==> src/rtl/lsu_mem_if.sv <==
// lsu_mem_if: load/store unit between execute and writeback, one word-aligned req/gnt/rvalid access at a time.
// Latency: store done 2 cycles after accept, load done 3 (gnt/rvalid immediate), fault done 1; done_o pulses one cycle.
// Backpressure: ready_o is high only in IDLE; memory stalls via mem_gnt_i/mem_rvalid_i. Optional LSU_TIMEOUT_EN aborts stuck accesses.
module lsu_mem_if #(
  parameter int TIMEOUT_CYCLES = 255
) (
  input  logic        clk,
  input  logic        rst_n,
  input  logic        valid_i,
  output logic        ready_o,
  input  logic [6:0]  opcode,
  input  logic [2:0]  funct3,
  input  logic [31:0] addr_i,
  input  logic [31:0] wdata_i,
  output logic        done_o,
  output logic [31:0] rdata_o,
  output logic        misalign_o,
  output logic        illegal_o,
  output logic        bus_err_o,
  output logic        mem_req_o,
  output logic        mem_we_o,
  output logic [3:0]  mem_be_o,
  output logic [31:0] mem_addr_o,
  output logic [31:0] mem_wdata_o,
  input  logic        mem_gnt_i,
  input  logic        mem_rvalid_i,
  input  logic [31:0] mem_rdata_i
);

  localparam logic [6:0] OP_LOAD  = 7'b0000011;
  localparam logic [6:0] OP_STORE = 7'b0100011;

  typedef enum logic [1:0] {IDLE, REQ, WAIT, DONE} state_t;

  state_t      state, state_nxt;
  logic        is_load_q;
  logic [2:0]  f3_q;
  logic [31:0] addr_q, wdata_q, rdata_q;
  logic        illegal_q, misalign_q, bus_err_q;

  logic        is_ld_in, is_st_in, accept, ill_in, mis_in;
  logic        timeout_hit;
  logic [1:0]  off;
  logic [3:0]  be;
  logic [31:0] st_data, load_fmt;
  logic [7:0]  byte_sel;
  logic [15:0] half_sel;

  assign is_ld_in = (opcode == OP_LOAD);
  assign is_st_in = (opcode == OP_STORE);
  assign accept   = (state == IDLE) && valid_i && (is_ld_in || is_st_in);
  // Loads allow B/H/W/BU/HU; stores allow only B/H/W.
  assign ill_in   = is_ld_in ? (funct3 == 3'd3 || funct3 == 3'd6 || funct3 == 3'd7)
                             : (funct3 >= 3'd3);
  assign mis_in   = ((funct3[1:0] == 2'd1) && addr_i[0]) ||
                    ((funct3[1:0] == 2'd2) && (addr_i[1:0] != 2'd0));
  assign off      = addr_q[1:0];

`ifdef LSU_TIMEOUT_EN
  localparam int CW = (TIMEOUT_CYCLES > 255) ? $clog2(TIMEOUT_CYCLES + 1) : 8;
  logic [CW-1:0] to_cnt;

  // Single cycle budget shared by REQ and WAIT, restarted on each REQ entry.
  always_ff @(posedge clk or negedge rst_n) begin
    if (!rst_n)                                to_cnt <= '0;
    else if (state != REQ && state_nxt == REQ) to_cnt <= '0;
    else if (state == REQ || state == WAIT)    to_cnt <= to_cnt + 1'b1;
  end

  // A gnt/rvalid in the limit cycle still completes normally.
  assign timeout_hit = (to_cnt == CW'(TIMEOUT_CYCLES - 1)) &&
                       ((state == REQ && !mem_gnt_i) || (state == WAIT && !mem_rvalid_i));
`else
  logic unused_timeout_cfg;
  assign unused_timeout_cfg = (TIMEOUT_CYCLES == 0);
  assign timeout_hit        = 1'b0;
`endif

  // State register.
  always_ff @(posedge clk or negedge rst_n) begin
    if (!rst_n) state <= IDLE;
    else        state <= state_nxt;
  end

  // Next-state: faults skip the bus entirely; stores finish on gnt, loads on rvalid.
  always_comb begin
    state_nxt = state;
    case (state)
      IDLE: if (accept) state_nxt = (ill_in || mis_in) ? DONE : REQ;
      REQ:  if (mem_gnt_i)         state_nxt = is_load_q ? WAIT : DONE;
            else if (timeout_hit)  state_nxt = DONE;
      WAIT: if (mem_rvalid_i || timeout_hit) state_nxt = DONE;
      DONE: state_nxt = IDLE;
      default: state_nxt = IDLE;
    endcase
  end

  // Capture the request at accept, fault flags, and formatted load data.
  always_ff @(posedge clk or negedge rst_n) begin
    if (!rst_n) begin
      is_load_q  <= 1'b0;
      f3_q       <= 3'd0;
      addr_q     <= 32'd0;
      wdata_q    <= 32'd0;
      illegal_q  <= 1'b0;
      misalign_q <= 1'b0;
      bus_err_q  <= 1'b0;
      rdata_q    <= 32'd0;
    end else begin
      if (accept) begin
        is_load_q  <= is_ld_in;
        f3_q       <= funct3;
        addr_q     <= addr_i;
        wdata_q    <= wdata_i;
        illegal_q  <= ill_in;
        misalign_q <= mis_in && !ill_in;
        bus_err_q  <= 1'b0;
      end
      if (timeout_hit) bus_err_q <= 1'b1;
      if (state == WAIT && mem_rvalid_i) rdata_q <= load_fmt;
    end
  end

  // Byte enables and lane-replicated store data from the latched size/offset.
  always_comb begin
    be      = 4'b1111;
    st_data = wdata_q;
    case (f3_q[1:0])
      2'd0: begin be = 4'b0001 << off; st_data = {4{wdata_q[7:0]}};  end
      2'd1: begin be = 4'b0011 << off; st_data = {2{wdata_q[15:0]}}; end
      default: begin be = 4'b1111;     st_data = wdata_q;            end
    endcase
  end

  // Lane extraction and sign/zero extension of the returned word.
  always_comb begin
    byte_sel = mem_rdata_i[{off, 3'b000} +: 8];
    half_sel = off[1] ? mem_rdata_i[31:16] : mem_rdata_i[15:0];
    load_fmt = mem_rdata_i;
    case (f3_q)
      3'd0:    load_fmt = {{24{byte_sel[7]}}, byte_sel};
      3'd1:    load_fmt = {{16{half_sel[15]}}, half_sel};
      3'd4:    load_fmt = {24'd0, byte_sel};
      3'd5:    load_fmt = {16'd0, half_sel};
      default: load_fmt = mem_rdata_i;
    endcase
  end

  assign ready_o     = (state == IDLE);
  assign done_o      = (state == DONE);
  assign illegal_o   = done_o && illegal_q;
  assign misalign_o  = done_o && misalign_q;
  assign bus_err_o   = done_o && bus_err_q;
  assign rdata_o     = rdata_q;
  // Bus outputs are only driven while a request is outstanding.
  assign mem_req_o   = (state == REQ);
  assign mem_we_o    = mem_req_o && !is_load_q;
  assign mem_be_o    = mem_req_o ? be : 4'b0000;
  assign mem_addr_o  = mem_req_o ? {addr_q[31:2], 2'b00} : 32'd0;
  assign mem_wdata_o = (mem_req_o && !is_load_q) ? st_data : 32'd0;

endmodule

==> config.mk <==
export PLATFORM = sky130hd
export DESIGN_NAME = lsu_mem_if
export DESIGN_NICKNAME = d
export VERILOG_FILES = /design/src/rtl/lsu_mem_if.sv
export SDC_FILE = /design/constraint.sdc
export NUM_CORES = 1
export LEC_CHECK = 0
export CORE_ASPECT_RATIO = 0.9
export CORE_MARGIN = 2
export CORE_UTILIZATION = 30
export DETAILED_ROUTE_END_ITERATION = 8
export GPL_ROUTABILITY_DRIVEN = 0
export SKIP_CTS_REPAIR_TIMING = 1
export SYNTH_ARGS = -nofsm -noshare
export SYNTH_HDL_FRONTEND = slang
export SYNTH_SLANG_ARGS = --single-unit
==> constraint.sdc <==
create_clock -name clk -period 2.25 [get_ports clk]
set_clock_uncertainty 0.15 [all_clocks]
set_input_delay 0.225 -clock clk [delete_from_list [all_inputs] [get_ports clk]]
set_output_delay 0.225 -clock clk [all_outputs]
set_load 0.02 [all_outputs]
### Word level (Yosys, flattened, before mapping)

Index checks and enable logic that the tools add are counted.

| storage, ports and cells | value |
|---|---|
| word-level logic and storage cells | 64 |
| output and inout bits | 107 |
| register bits | 104 |

| cells by class | value |
|---|---|
| multiplexer cells | 14 |
| eq/ne operators | 17 |
| $lt $le $gt $ge | 1 |
| shift-type cells | 3 |
| reductions and logical operators | 21 |

Operators with widths:

| cell | number |
|---|---|
| $pmux W32 S4 | 1 |
| $mux W32 | 2 |
| $pmux W32 S2 | 1 |
| $shiftx A32 B6 Y8 | 1 |
| $mux W16 | 1 |
| $eq A3 B3 Y1 const B | 4 |
| $logic_and A1 B1 Y1 | 9 |
| $mux W2 | 4 |
| $pmux W2 S4 | 1 |
| $pmux W4 S2 | 1 |
| $eq A7 B2 Y1 const B | 1 |
| $eq A7 B6 Y1 const B | 1 |
| $eq A2 B1 Y1 const B | 3 |
| $eq A2 B2 Y1 const B | 3 |
| $logic_or A1 B1 Y1 | 5 |
| $logic_not A2 Y1 | 2 |
| $mux W4 | 1 |
| $ne A2 B1 Y1 const B | 2 |
| $shl A1 B2 Y4 const A | 1 |
| $shl A2 B2 Y4 const A | 1 |
| $eq A3 B1 Y1 const B | 1 |
| $eq A3 B2 Y1 const B | 1 |
| $ge A3 B2 Y1 const B | 1 |
| $logic_not A3 Y1 | 1 |
| other kinds (5) | 7 |

### Depth between registers and ports, before layout

Gate-level depths: netlist of run 1.

| logic depth | value |
|---|---|
| depth in word-level cells | 8 |
| mapped depth | 7 |
| mapped depth without buffers | 6 |

### Least setup slack after synthesis of run 1

No wires, ideal clock.

| timing | value |
|---|---|
| path kind | reg2out |
| from | reg state[1] |
| to | out mem_wdata_o[12] |
| cell stages (with the launch flop) | 7 |
| path slack | 0.251 ns |
| required time | 1.875 ns |
| arrival | 1.624 ns |
| path buffers | 2 |
| cells stage by stage | dfrtp_1 -> inv_1 -> ha_1 -> nand2b_1 -> clkbuf_1 -> clkbuf_1 -> a21oi_1 |

| between the ends | value |
|---|---|
| longest elaborated chain between the ends | 3 |

Ends and longest elaborated chain:

| element | RTL line | RTL |
|---|---|---|
| start: declaration | 35 | `state_t state, state_nxt;` |
| start signal: assignment | 82 | `else state <= state_nxt;` |
| $eq A2 B1 Y1 | 156 | `assign mem_req_o = (state == REQ);` |
| via mem_req_o | 20 | `output logic mem_req_o,` |
| $logic_and A1 B1 Y1 | 160 | `assign mem_wdata_o = (mem_req_o && !is_load_q) ? st_data : 32'd0;` |
| $mux W32 | 160 |  |
| end: declaration | 24 | `output logic [31:0] mem_wdata_o,` |

The timed path passes the listed nets, and every way through them passes these cells.

### Worst setup path in the final report of run 1

| timing | value |
|---|---|
| from | reg state[0] |
| to | out ready_o |

| between the ends | value |
|---|---|
| longest elaborated chain between the ends | 1 |

Ends and longest elaborated chain:

| element | RTL line | RTL |
|---|---|---|
| $logic_not A2 Y1 | 149 | `assign ready_o = (state == IDLE);` |
| end: declaration | 10 | `output logic ready_o,` |

No other way between the ends.

==> results.md, run 1 <==
- The slew at the pin with the worst max-slew slack is 703 ps.
- Dividing the detail-routed wire length by the instance count gives 18.2 µm.
- The kind of launch point of the worst setup path is a flop.
- The number of DRC markers after the initial detailed-route iteration is 206.
- Pin placement for this block handled 218 I/O pins.
- The number of pins with negative max-slew slack in the final report is 0.
- Leaving out fill and tap cells, the most frequent cells in the layout are 143 x clkdlybuf4s50_1, 103 x dfrtp_1, 61 x dlymetal6s2s_1, 45 x nor2_1, 43 x nand2_1.
- The clock tree root buffer cell is clkbuf_16.
- The worst setup path is of the reg2out kind.
- For this configuration, the core starts out at a cell density of 30.9%.
- The slowest cell on the critical path is clkdlybuf4s50_1.
- During synthesis, Yosys emitted a total of 0 warnings.
- Combinational logic burns 41.4% of the power.
- The flow ran to the end, and the final reports show no timing, DRC or antenna violations.
- TritonCTS built the clock tree.
- Setup repair after global routing left no endpoint under its margin.
- Internal power comes to 0.00486 W.
- The power after layout is 0.00753 W.
- The chip height is 132 µm.
- The instance count of the mapped netlist is 513.
- The CTS H-tree depth is 3.
- The setup violation total in the final timing report is 0.
- Clock-pin slew was measured on the worst setup and hold paths at 70 ps.
- The final routed DRC violation total is 0.
- Counting flops with an async set or reset pin after synthesis yields a share of 100%.
- The detailed-route wire length is 17700 µm.
- Power spread over the standard cell area amounts to 886 nW/µm².
- The total via count in the routed design is 4711.
- The final critical-path share of the clock period is 97.8%.
- The total clock sinks is 104.
- Max-cap violations in this run came to 0.
- The ratio of cells with drive above 1 in the final layout is 14.4%.
- The share of the core filled with cells is 47.8%.
- STA classifies the critical path endpoint as an output pin.
- The synthesized design contains 0 enable-type register cells.
- Once placement completed, the tool counted placed cells totaling 958.
- The critical path goes through inv_1 > ha_1 > clkdlybuf4s50_1.
- Entering global routing, the biggest net connects 52 pins.
- The highest clock rate is 455 MHz.
- Counting both buffers and inverters, the worst setup path holds a total of 2.
- The largest vdd supply drop is 529 µV.
- The most common cell after layout, fill and taps aside is clkdlybuf4s50_1.
- Summing the sequential cell areas from Yosys gives 47.3% of the chip area.
- Relative to the synthesized area, the layout overhead comes to 54.6%.
- The number of non-filler instances in the completed layout is 974.
- The clock period could shrink to 2200 ps.
- The longest clock path from root to sink contains 2 buffers.
- For this run, the slowest stage of the critical path takes 650 ps.
- The kind of cell with the highest combined delay on the critical path is buffers and inverters.
- A synthesized cell averages 10.7 µm².
- The clock latency of the later-clocked register in the worst-skew pair is 350 ps.
- In this run, the clock network consumes 24.2% of the power.
- The final layout contains 845 nets.
- Data on the critical path arrives at its endpoint at 1820 ps.
- The iteration count of the initial detailed-routing pass is 4.
- Counting the buffers created by CTS gives 9.
- The count of antenna-violating nets left after detailed routing is 0.
- The number of distinct standard cells referenced by the synthesized netlist is 46.
- Along the worst path, the maximum fanout reaches 4.
- Summed over all layers, the global routing overflow is 0.
- Net switching is 35.5% of the power.
- The full die area is 19400 µm².
- The switching power total is 0.00267 W.
- The average vias per placed instance is 4.84.
- In this run, synthesis produced a sequential element count of 104.
- The total track usage is 18.4%.
- The HPWL after detailed placement is 13100 µm.
- Summing every instance area after synthesis gives 5500 µm².
- The static power due to leakage is 4.86 nW.
- The first global-routing pass estimated 28000 µm of wire.
- Measured against its own limit, the worst slew margin works out to 53.0%.
- The floorplan has 46 rows.
- The worst min-delay path category is in2async.
- The initial antenna violation count is 0.
- The number of global-route vias before repair is 5076.
- The sequential share of power is 34.4%.
- Data on the critical path is required at its endpoint by 1880 ps.
- The count of antenna diodes in the layout is 0.
- During placement, the flow inserted port buffers numbering 214.
- The final hold slack is 248 ps.
- The area of the placeable core is 17800 µm².
- The number of hold-slack violations in the final timing report is 0.
- The horizontal extent of the die is 147 µm.
- Among all flip-flop cells after synthesis, the most frequent one is dfrtp_1.
power by group through the flow:
stage,registers [W],clock network [W],logic (W)
6_report,0.00259,0.00183,0.00312
4_1_cts,0.00259,0.00189,0.00315
3_5_place_dp,0.00262,0,0.00314
3_3_place_gp,0.00260,0,0.00308
5_1_grt,0.00265,0.00197,0.00337
2_1_floorplan,0.00289,0,0.00132
per-stage QoR:
step | cell area [µm²] | setup slack [ps] | TNS [ps]
floorplan | 5500 | 251 | 0
global placement | 8020 | 44.5 | 0
detailed placement | 8020 | 6.81 | 0
CTS | 8360 | -405 | -16120
global route | 8500 | 4.25 | 0
finish | 8500 | 50.3 | 0
cell usage after synthesis, types with 11 or more instances:
| cell | count | area (µm²) |
|---|---|---|
| nor2_1 | 45 | 169 |
| nand2_1 | 43 | 161 |
| nand3_1 | 23 | 115 |
| and2_1 | 41 | 257 |
| dfrtp_1 | 104 | 2600 |
| mux2_2 | 28 | 315 |
| a21oi_1 | 33 | 165 |
| a22oi_1 | 11 | 82.6 |
| mux2_1 | 40 | 450 |
| mux2i_1 | 21 | 210 |
| inv_1 | 11 | 41.3 |
| clkbuf_1 | 15 | 56.3 |
final cells by class:
| class | instances | area (µm²) |
|---|---|---|
| fillers | 1586 | 9290 |
| flip-flops and latches | 104 | 2600 |
| well taps | 240 | 300 |
| inverters | 13 | 56.3 |
| multi-input cells | 358 | 2630 |
| clock buffers | 9 | 225 |
| repair buffers | 244 | 2560 |
| clock inverters | 6 | 116 |
cells by family (layout without fill, tap and decap cells):
family | Yosys count | count (layout) | synth area share [%]
flip-flops | 104 | 104 | 47.3
adder cells (fa/ha/maj) | 4 | 4 | 0.911
buffers and inverters | 53 | 272 | 4.94
AND/OR/NAND/NOR | 174 | 174 | 16.1
AO/OA/AOI/OAI | 81 | 81 | 9.97
other | 1 | 3 | 0.0682
multiplexers | 96 | 96 | 20.7
state kept, by name (all words and copies together), names as in the netlist:
signal	count
rdata_o	32
is_load_q	1
f3_q	3
wdata_q	32
state	2
illegal_q	1
misalign_q	1
addr_q	32
path summary, 6_finish.rpt:
kind                            start           to  slack (ps)  cells past startpoint
max                          state[0]      ready_o          50                      3
max in group asynchronous       rst_n   wdata_q[1]        1030                      3
min reg2reg                rdata_o[7]   rdata_o[7]         330                      1
min in group clk           addr_i[16]   addr_q[16]         300                      2
min                             rst_n      f3_q[0]         250                      2
max reg2reg                  state[0]  rdata_o[23]         180                      6
per-layer routing:
layer | GRT usage, % | up-vias | routed length (µm) | part of all wire [%]
met5 | 0 | - | 0 | 0
met4 | 6.04 | 0 | 318 | 1.8
met3 | 7.97 | 20 | 1760 | 9.9
met2 | 29.8 | 202 | 8290 | 47
met1 | 22.1 | 2273 | 7340 | 41
li1 | - | 2216 | - | -
Power figures use the tool's default switching activity.
==> run 2: changes to the inputs <==
--- a/config.mk
+++ b/config.mk
@@ -10,6 +10,7 @@
 export CORE_UTILIZATION = 30
 export DETAILED_ROUTE_END_ITERATION = 8
 export GPL_ROUTABILITY_DRIVEN = 0
+export SETUP_SLACK_MARGIN = 0.2
 export SKIP_CTS_REPAIR_TIMING = 1
 export SYNTH_ARGS = -nofsm -noshare
 export SYNTH_HDL_FRONTEND = slang
==> run 2 against run 1 <==
Critical path depth grew 5; sequential power is essentially flat; utilization grew 2.9 points; routed wire length grew 6.7%; fmax grew 1.2%; global-route usage is the same; worst hold slack lost 3.1 ps; combinational power grew 26%; sequential share of layout area shrank 1.7 points; die area is the same; cell area grew 6.1%; critical path type unchanged; largest cell class unchanged.
==> results.md, run 2 (same netlist as run 1, synthesis figures left out) <==
- The average wire length per cell after detail routing is 19.0 µm.
- After routing the design area is 9010 µm².
- The count of antenna diodes in the layout is 0.
- CTS built an H-tree with a depth of 3.
- In this run switching power makes up 36.5% of total power.
- Dividing the final minimum period by the clock period gives 96.6%.
- The average vias per placed instance is 4.89.
- For the worst setup path, the data arrival time is 1800 ps.
- The clock tree from TritonCTS is yes.
- In this design, the stage delay of the slowest critical-path cell is 390 ps.
- The final routed DRC violation total is 0.
- The area of the placeable core is 17800 µm².
- The filler cells instantiated in the layout total 1517.
- The top-level port count is 218.
- The combinational fraction of design power is 46.9%.
- The number of hold-slack violations in the final timing report is 0.
- The number of non-filler instances in the completed layout is 993.
- The worst register-to-register path has a setup slack of 130 ps.
- In this run the core area contains 46 standard-cell rows.
- In this run the critical register-to-register path is captured at state[0].
- For this block, the initial DRC count from the detailed router was 205.
- The final hold slack is 245 ps.
- Setup repair after global routing could not meet its margin everywhere.
- The number of global-route vias before repair came to 5076.
- The ratio of cells with drive above 1 in the final layout is 31.1%.
- Traced cell by cell, the critical path runs through buf_4 > inv_4 > ha_4 > nand2b_4 > clkbuf_16 > buf_12 > a21oi_4 > buf_6.
- The initial antenna violation count is 0.
- At the pin with the least slew margin, the transition time is 546 ps.
- The horizontal extent of the die is 147 µm.
- The static power due to leakage is 4.26 nW.
- The run finished with clean final reports.
- Measured in cells, the most critical reg-to-reg path has a length of 10.
- The effective utilization at floorplan is 30.9%.
- The highest clock rate is 460 MHz.
- The total overflow left after global routing is 0.
- The first detailed-routing pass ran for 4 iterations.
- The clock network fraction of design power is 21.9%.
- The maximum root-to-sink buffer count is 2.
- The area growth from synthesis to layout is 63.9%.
- The number of pins with negative max-slew slack in the final report came to 0.
- The share of the core filled with cells is 50.7%.
- The clock tree root buffer cell is clkbuf_16.
- The cell-internal power is 0.00530 W.
- The total track usage is 18.4%.
- The kind of launch point of the worst setup path is a flop.
- The largest vdd supply drop is 609 µV.
- The largest net degree at the start of global routing is 52.
- The floorplan step defined a die boundary enclosing 19400 µm².
- The HPWL after detailed placement is 13100 µm.
- The shortest clock period the worst path allows after layout is 2170 ps.
- Clock-pin slew was measured on the worst setup and hold paths at 70 ps.
- The sum of negative setup slack is 0 ps.
- Per report_power, the sequential group accounts for 31.2% of the total.
- The maximum fanout encountered on the critical timing path is 6.
- The critical path endpoint category is an output pin.
- The remaining max-slew budget at the tightest pin is 63.6%.
- Detailed routing inserted a total of 4853 vias.
- The total clock buffers created by CTS is 9.
- The total clock sinks is 104.
- Power spread over the standard cell area amounts to 927 nW/µm².
- The slowest cell on the critical path is dfrtp_1.
- The library cells used most frequently in the layout, excluding fill and tap cells, are 141 x clkdlybuf4s50_1, 101 x dfrtp_1, 51 x buf_6, 43 x nand2_1, 40 x mux2_1.
- The count of antenna-violating nets left after detailed routing is 0.
- The count of buffers from port buffering is 214.
- After detailed placement, the design holds a cell count of 958.
- The later pin in the worst-skew pair is clocked with a latency of 350 ps.
- The reg-to-reg critical path startpoint is state[1].
- The cell area after placement is 8020 µm².
- Max-cap violations in this run came to 0.
- The library cell used most frequently in the layout, excluding fill and tap cells, is clkdlybuf4s50_1.
- The chip height is 132 µm.
- The setup path with the least slack is of type reg2out.
- The switching power total is 0.00305 W.
- The tightest min-delay check is of the in2async type.
- The first global-routing pass estimated 28000 µm of wire.
- The setup violation total in the final timing report is 0.
- The number of nets in the layout is 864.
- At the worst endpoint, the required time is 1880 ps.
- The routed design has 18900 µm of wire.
## run 2: cell count changes in the layout (fill, tap and decap cells not counted), sizes merged
cell / before / now
buf: 31 / 100
dlymetal6s2s: 61 / 11
clkdlybuf4s50: 143 / 141
clkinv: 2 / 4
clkbuf: 17 / 18
inv: 14 / 13
## run 2: power groups by stage
stage	clock network [W]	registers, W	logic [W]
5_1_grt	0.00197	0.00266	0.00417
3_3_place_gp	0	0.00260	0.00308
6_report	0.00183	0.00260	0.00392
2_1_floorplan	0	0.00289	0.00132
4_1_cts	0.00189	0.00259	0.00315
3_5_place_dp	0	0.00262	0.00314
## run 2: worst max path at each step
stage | startpoint | to | cells after the start
final | state[1] | mem_wdata_o[11] | 8
after global routing | state[1] | mem_wdata_o[0] | 8
after CTS | state[1] | mem_wdata_o[2] | 7
after detailed placement | state[1] | mem_wdata_o[7] | 7
after global placement | state[1] | mem_wdata_o[0] | 7
after floorplan | state[1] | mem_wdata_o[12] | 6
## run 2: area by class of cell
| class | count | area (µm²) | area share [%] |
|---|---|---|---|
| clock buffer | 9 | 225 | 2.50 |
| clock inverter | 6 | 116 | 1.29 |
| inverter | 13 | 63.8 | 0.708 |
| multi-input combinational | 358 | 2930 | 32.5 |
| sequential | 104 | 2610 | 28.9 |
| tap | 240 | 300 | 3.33 |
| timing repair buffer | 262 | 2750 | 30.6 |
| timing repair inverter | 1 | 16.3 | 0.181 |
## run 2: per-layer routing
| layer | vias to the layer above | wire length [µm] | track usage [%] |
|---|---|---|---|
| met3 | 14 | 1820 | 7.97 |
| met1 | 2388 | 7620 | 22.1 |
| met5 | - | 0 | 0 |
| met4 | 0 | 199 | 6.04 |
| met2 | 195 | 9250 | 29.8 |
| li1 | 2256 | - | - |
## run 2: per-stage QoR
stage	setup WS, ps	power [W]
2_1_floorplan	251	0.00421
3_3_place_gp	44.5	0.00568
3_5_place_dp	6.81	0.00577
4_1_cts	-405	0.00763
5_1_grt	-6.59	0.00880
6_report	76.4	0.00835
## run 2: critical path, delay by kind of cell, from the launching register on
family,cells,cell delay (ps)
flip-flops,1,390
AND/OR/NAND/NOR,1,120
buffers and inverters,5,660
adder cells (fa/ha/maj),1,170
AO/OA/AOI/OAI,1,100
==> run 3: changes to the inputs <==
--- a/config.mk
+++ b/config.mk
@@ -5,6 +5,7 @@
 export SDC_FILE = /design/constraint.sdc
 export NUM_CORES = 1
 export LEC_CHECK = 0
+export ABC_AREA = 1
 export CORE_ASPECT_RATIO = 0.9
 export CORE_MARGIN = 2
 export CORE_UTILIZATION = 30
==> run 3 against run 2 <==
Die area grew 2.4%; sequential power grew 3%; sequential share of layout area grew 2.4 points; global-route usage is essentially flat; area after synthesis grew 2.4%; combinational power grew 12%; non-clock buffer count shrank 22; cell area shrank 7.7%; utilization shrank 5.5 points; clock power shrank 17%; first-iteration DRC count grew 60%; routed wire length shrank 0.89%.
==> results.md, run 3 <==
- The number of distinct standard cells referenced by the synthesized netlist is 33.
- The final layout contains routed wiring with a total length of 18700 µm.
- The critical path endpoint category is an output pin.
- The number of synthesized flops with an enable pin is 0.
- The fraction of registers with async set or reset after synthesis is 100%.
- The number of cell rows is 47.
- The largest individual stage delay along the critical path comes from the cell dfrtp_1.
- The remaining max-slew budget at the tightest pin is 65.0%.
- The area growth from synthesis to layout is 47.7%.
- The number of global-route vias before repair was 5290.
- Summed over all layers, the global routing overflow is 0.
- After detailed placement, the design holds a cell count of 1222.
- The synthesized netlist occupies a cell area of 5630 µm².
- The minimum setup slack in the final design is 151 ps.
- Before CTS, the worst setup slack after placement is -18.0 ps.
- The top cell type by total area after synthesis is dfrtp_1.
- The number of non-filler instances in the completed layout is 1244.
- The count of nets left with antenna violations once routing finished came out at 0.
- Dividing total power by cell area gives a power density of 1030 nW/µm².
- Max-cap violations in this run came to 0.
- The share of the Yosys chip area taken by registers is 46.2%.
- The clock tree from TritonCTS is yes.
- Walking the worst path, the cells encountered are inv_1 > ha_2 > nand2_4 > buf_6 > a211oi_1 > buf_2.
- The total clock sinks is 104.
- The initial antenna violation count was 1.
- The flow ran to the end, and the final reports show no timing, DRC or antenna violations.
- At the worst endpoint, the required time is 1880 ps.
- The cell area after placement is 8100 µm².
- For this run, the number of Yosys warnings is 0.
- The final routed DRC violation total is 0.
- In this run the worst hold path is classified as in2async.
- Across every metal layer, demand over resource in global routing totals 18.4%.
- For this configuration, the core starts out at a cell density of 30.6%.
- The global-route wire length before repair is 28800 µm.
- The kind of cell with the highest combined delay along the critical path is buffers and inverters.
- The power after layout is 0.00860 W.
- The post-synthesis sequential element count is 104.
- The commonest register cell after synthesis is dfrtp_1.
- The detailed router finished its first iteration with 329 violations.
- The number of hold-slack violations in the final timing report is 0.
- By instance count, the leading cell after synthesis is nand2_1.
- In this run the clock root is driven by a clkbuf_16.
- The count of buffers from port buffering is 214.
- The largest net degree at the start of global routing is 57.
- In the layout the commonest cells are 308 x nand2_1, 141 x clkdlybuf4s50_1, 102 x dfrtp_1, 82 x inv_1, 63 x nor2_1.
- The instance count of the mapped netlist is 782.
- On the worst path, the slowest cell contributes a delay of 380 ps.
- The area of the placeable core is 18400 µm².
- The slew at the pin with the worst max-slew slack is 525 ps.
- Setup violations remaining at the end of the flow were counted as 0.
- The critical path is of the reg2out type.
- The commonest cells after synthesis are 310 x nand2_1, 104 x dfrtp_1, 82 x inv_1.
- Across all layers, the routed design uses 5591 vias.
- The top-level port count is 218.
- Summing all non-filler instances in the final layout gives an area of 8320 µm².
- The full die area is 19900 µm².
- The average wire length per cell after detail routing is 15.1 µm.
- The total clock buffers created by CTS is 9.
- The CTS H-tree depth is 3.
- For the worst-skew pair, the clock arrives at the later sink with an insertion delay of 350 ps.
- Sorting the synthesized cells by area gives the leading types as dfrtp_1 46%, nand2_1 21%, inv_1 5.5%.
- The horizontal extent of the die is 148 µm.
- The largest vdd supply drop is 379 µV.
- The sum of buffers and inverters on the critical path is 3.
- The top cell type by area accounts for 46.2% of the synthesized area.
- The number of pins with negative max-slew slack in the final report is 0.
- The library cell used most frequently in the layout, excluding fill and tap cells, is nand2_1.
- The chip height is 134 µm.
- After detailed routing, the number of vias per cell comes to 4.49.
- In this run the worst path has a maximum fanout of 13.
- Of the cells placed in the final design, the portion with a size suffix greater than 1 is 17.9%.
- The final critical-path share of the clock period is 93.3%.
- Detailed placement finished with a half-perimeter wire length of 13600 µm.
- The worst setup path is launched from a flop.
- The mean instance size in the synthesized netlist is 7.20 µm².
- The iteration count of the initial detailed-routing pass is 5.
- The analysis attributes to cell leakage a power of 4.50 nW.
- Timing would allow up to 476 MHz.
- Clock-pin slew was measured on the worst setup and hold paths at 80 ps.
- The number of nets in the layout is 1108.
- The longest clock path from root to sink contains 2 buffers.
- Setup repair after global routing could not meet its margin everywhere.
- The shortest clock period the worst path allows after layout is 2100 ps.
- Data on the critical path arrives at its endpoint at 1720 ps.
- For this run, the share of the core covered by cells in the final layout is 45.2%.
-- run 3: cell count changes after synthesis, moves of 15 or more --
cell	delta
o21ai_0	+23
nor2_1	+24
mux2_1	-40
and2_1	-41
mux2_2	-28
a21oi_1	+24
inv_1	+71
or2_2	+15
mux2i_1	-21
nand2_1	+267
-- run 3: per-stage QoR --
stage / setup TNS (ps) / hold slack (ps)
detailed placement: -18.0 / 92.1
floorplan: 0 / -221
finish: 0 / 234
global route: 0 / 227
CTS: -16420 / -295
global placement: 0 / 93.2
-- run 3: logic make-up after synthesis --
group,count (synthesis),synth area share (%)
compound gates,111,10.9
other cells,1,0.0666
fa+ha+maj,4,0.889
flops,104,46.2
simple gates,432,31.8
buf+inv,130,10.2
-- run 3: cell type report --
| type | count | area [µm²] |
|---|---|---|
| inverters | 87 | 337 |
| clock buffers | 9 | 225 |
| diodes | 1 | 2.50 |
| well taps | 245 | 307 |
| clock inverters | 7 | 56.3 |
| repair inverters | 1 | 8.76 |
| repair buffers | 240 | 2190 |
| flip-flops and latches | 104 | 2610 |
| fillers | 1894 | 10100 |
| multi-input cells | 550 | 2580 |
-- run 3: worst register-to-register path, delay by kind of cell, from the launching register on --
family,cells,cell delay [ps]
adder cells (fa/ha/maj),1,260
buffers and inverters,3,550
AND/OR/NAND/NOR,5,450
flip-flops,1,410
-- run 3: power breakdown --
group | switching, W | internal (W)
sequential | 0.000317 | 0.00237
combinational | 0.00251 | 0.00188
clock | 0.000753 | 0.000763
total | 0.00358 | 0.00501
-- run 3: routing by layer --
layer / share of wire (%) / up-vias / wire length [µm] / track usage [%]
met5: 0 / - / 0 / 0
met4: 1.3 / 0 / 252 / 4.18
met3: 7.5 / 14 / 1400 / 6.39
met2: 46 / 190 / 8610 / 28.2
met1: 45 / 2560 / 8460 / 25.1
li1: - / 2827 / - / -
-- run 3: worst paths after layout --
path,startpoint,to,slack [ps],depth (start not counted)
setup / recovery,state[1],mem_wdata_o[18],150,6
hold reg to reg,wdata_q[19],wdata_q[19],330,2
hold / removal,rst_n,rdata_o[13],230,2
min in group clk,addr_i[8],addr_q[8],240,3
max in group asynchronous,rst_n,wdata_q[18],1030,3
setup reg to reg,state[0],addr_q[13],380,9
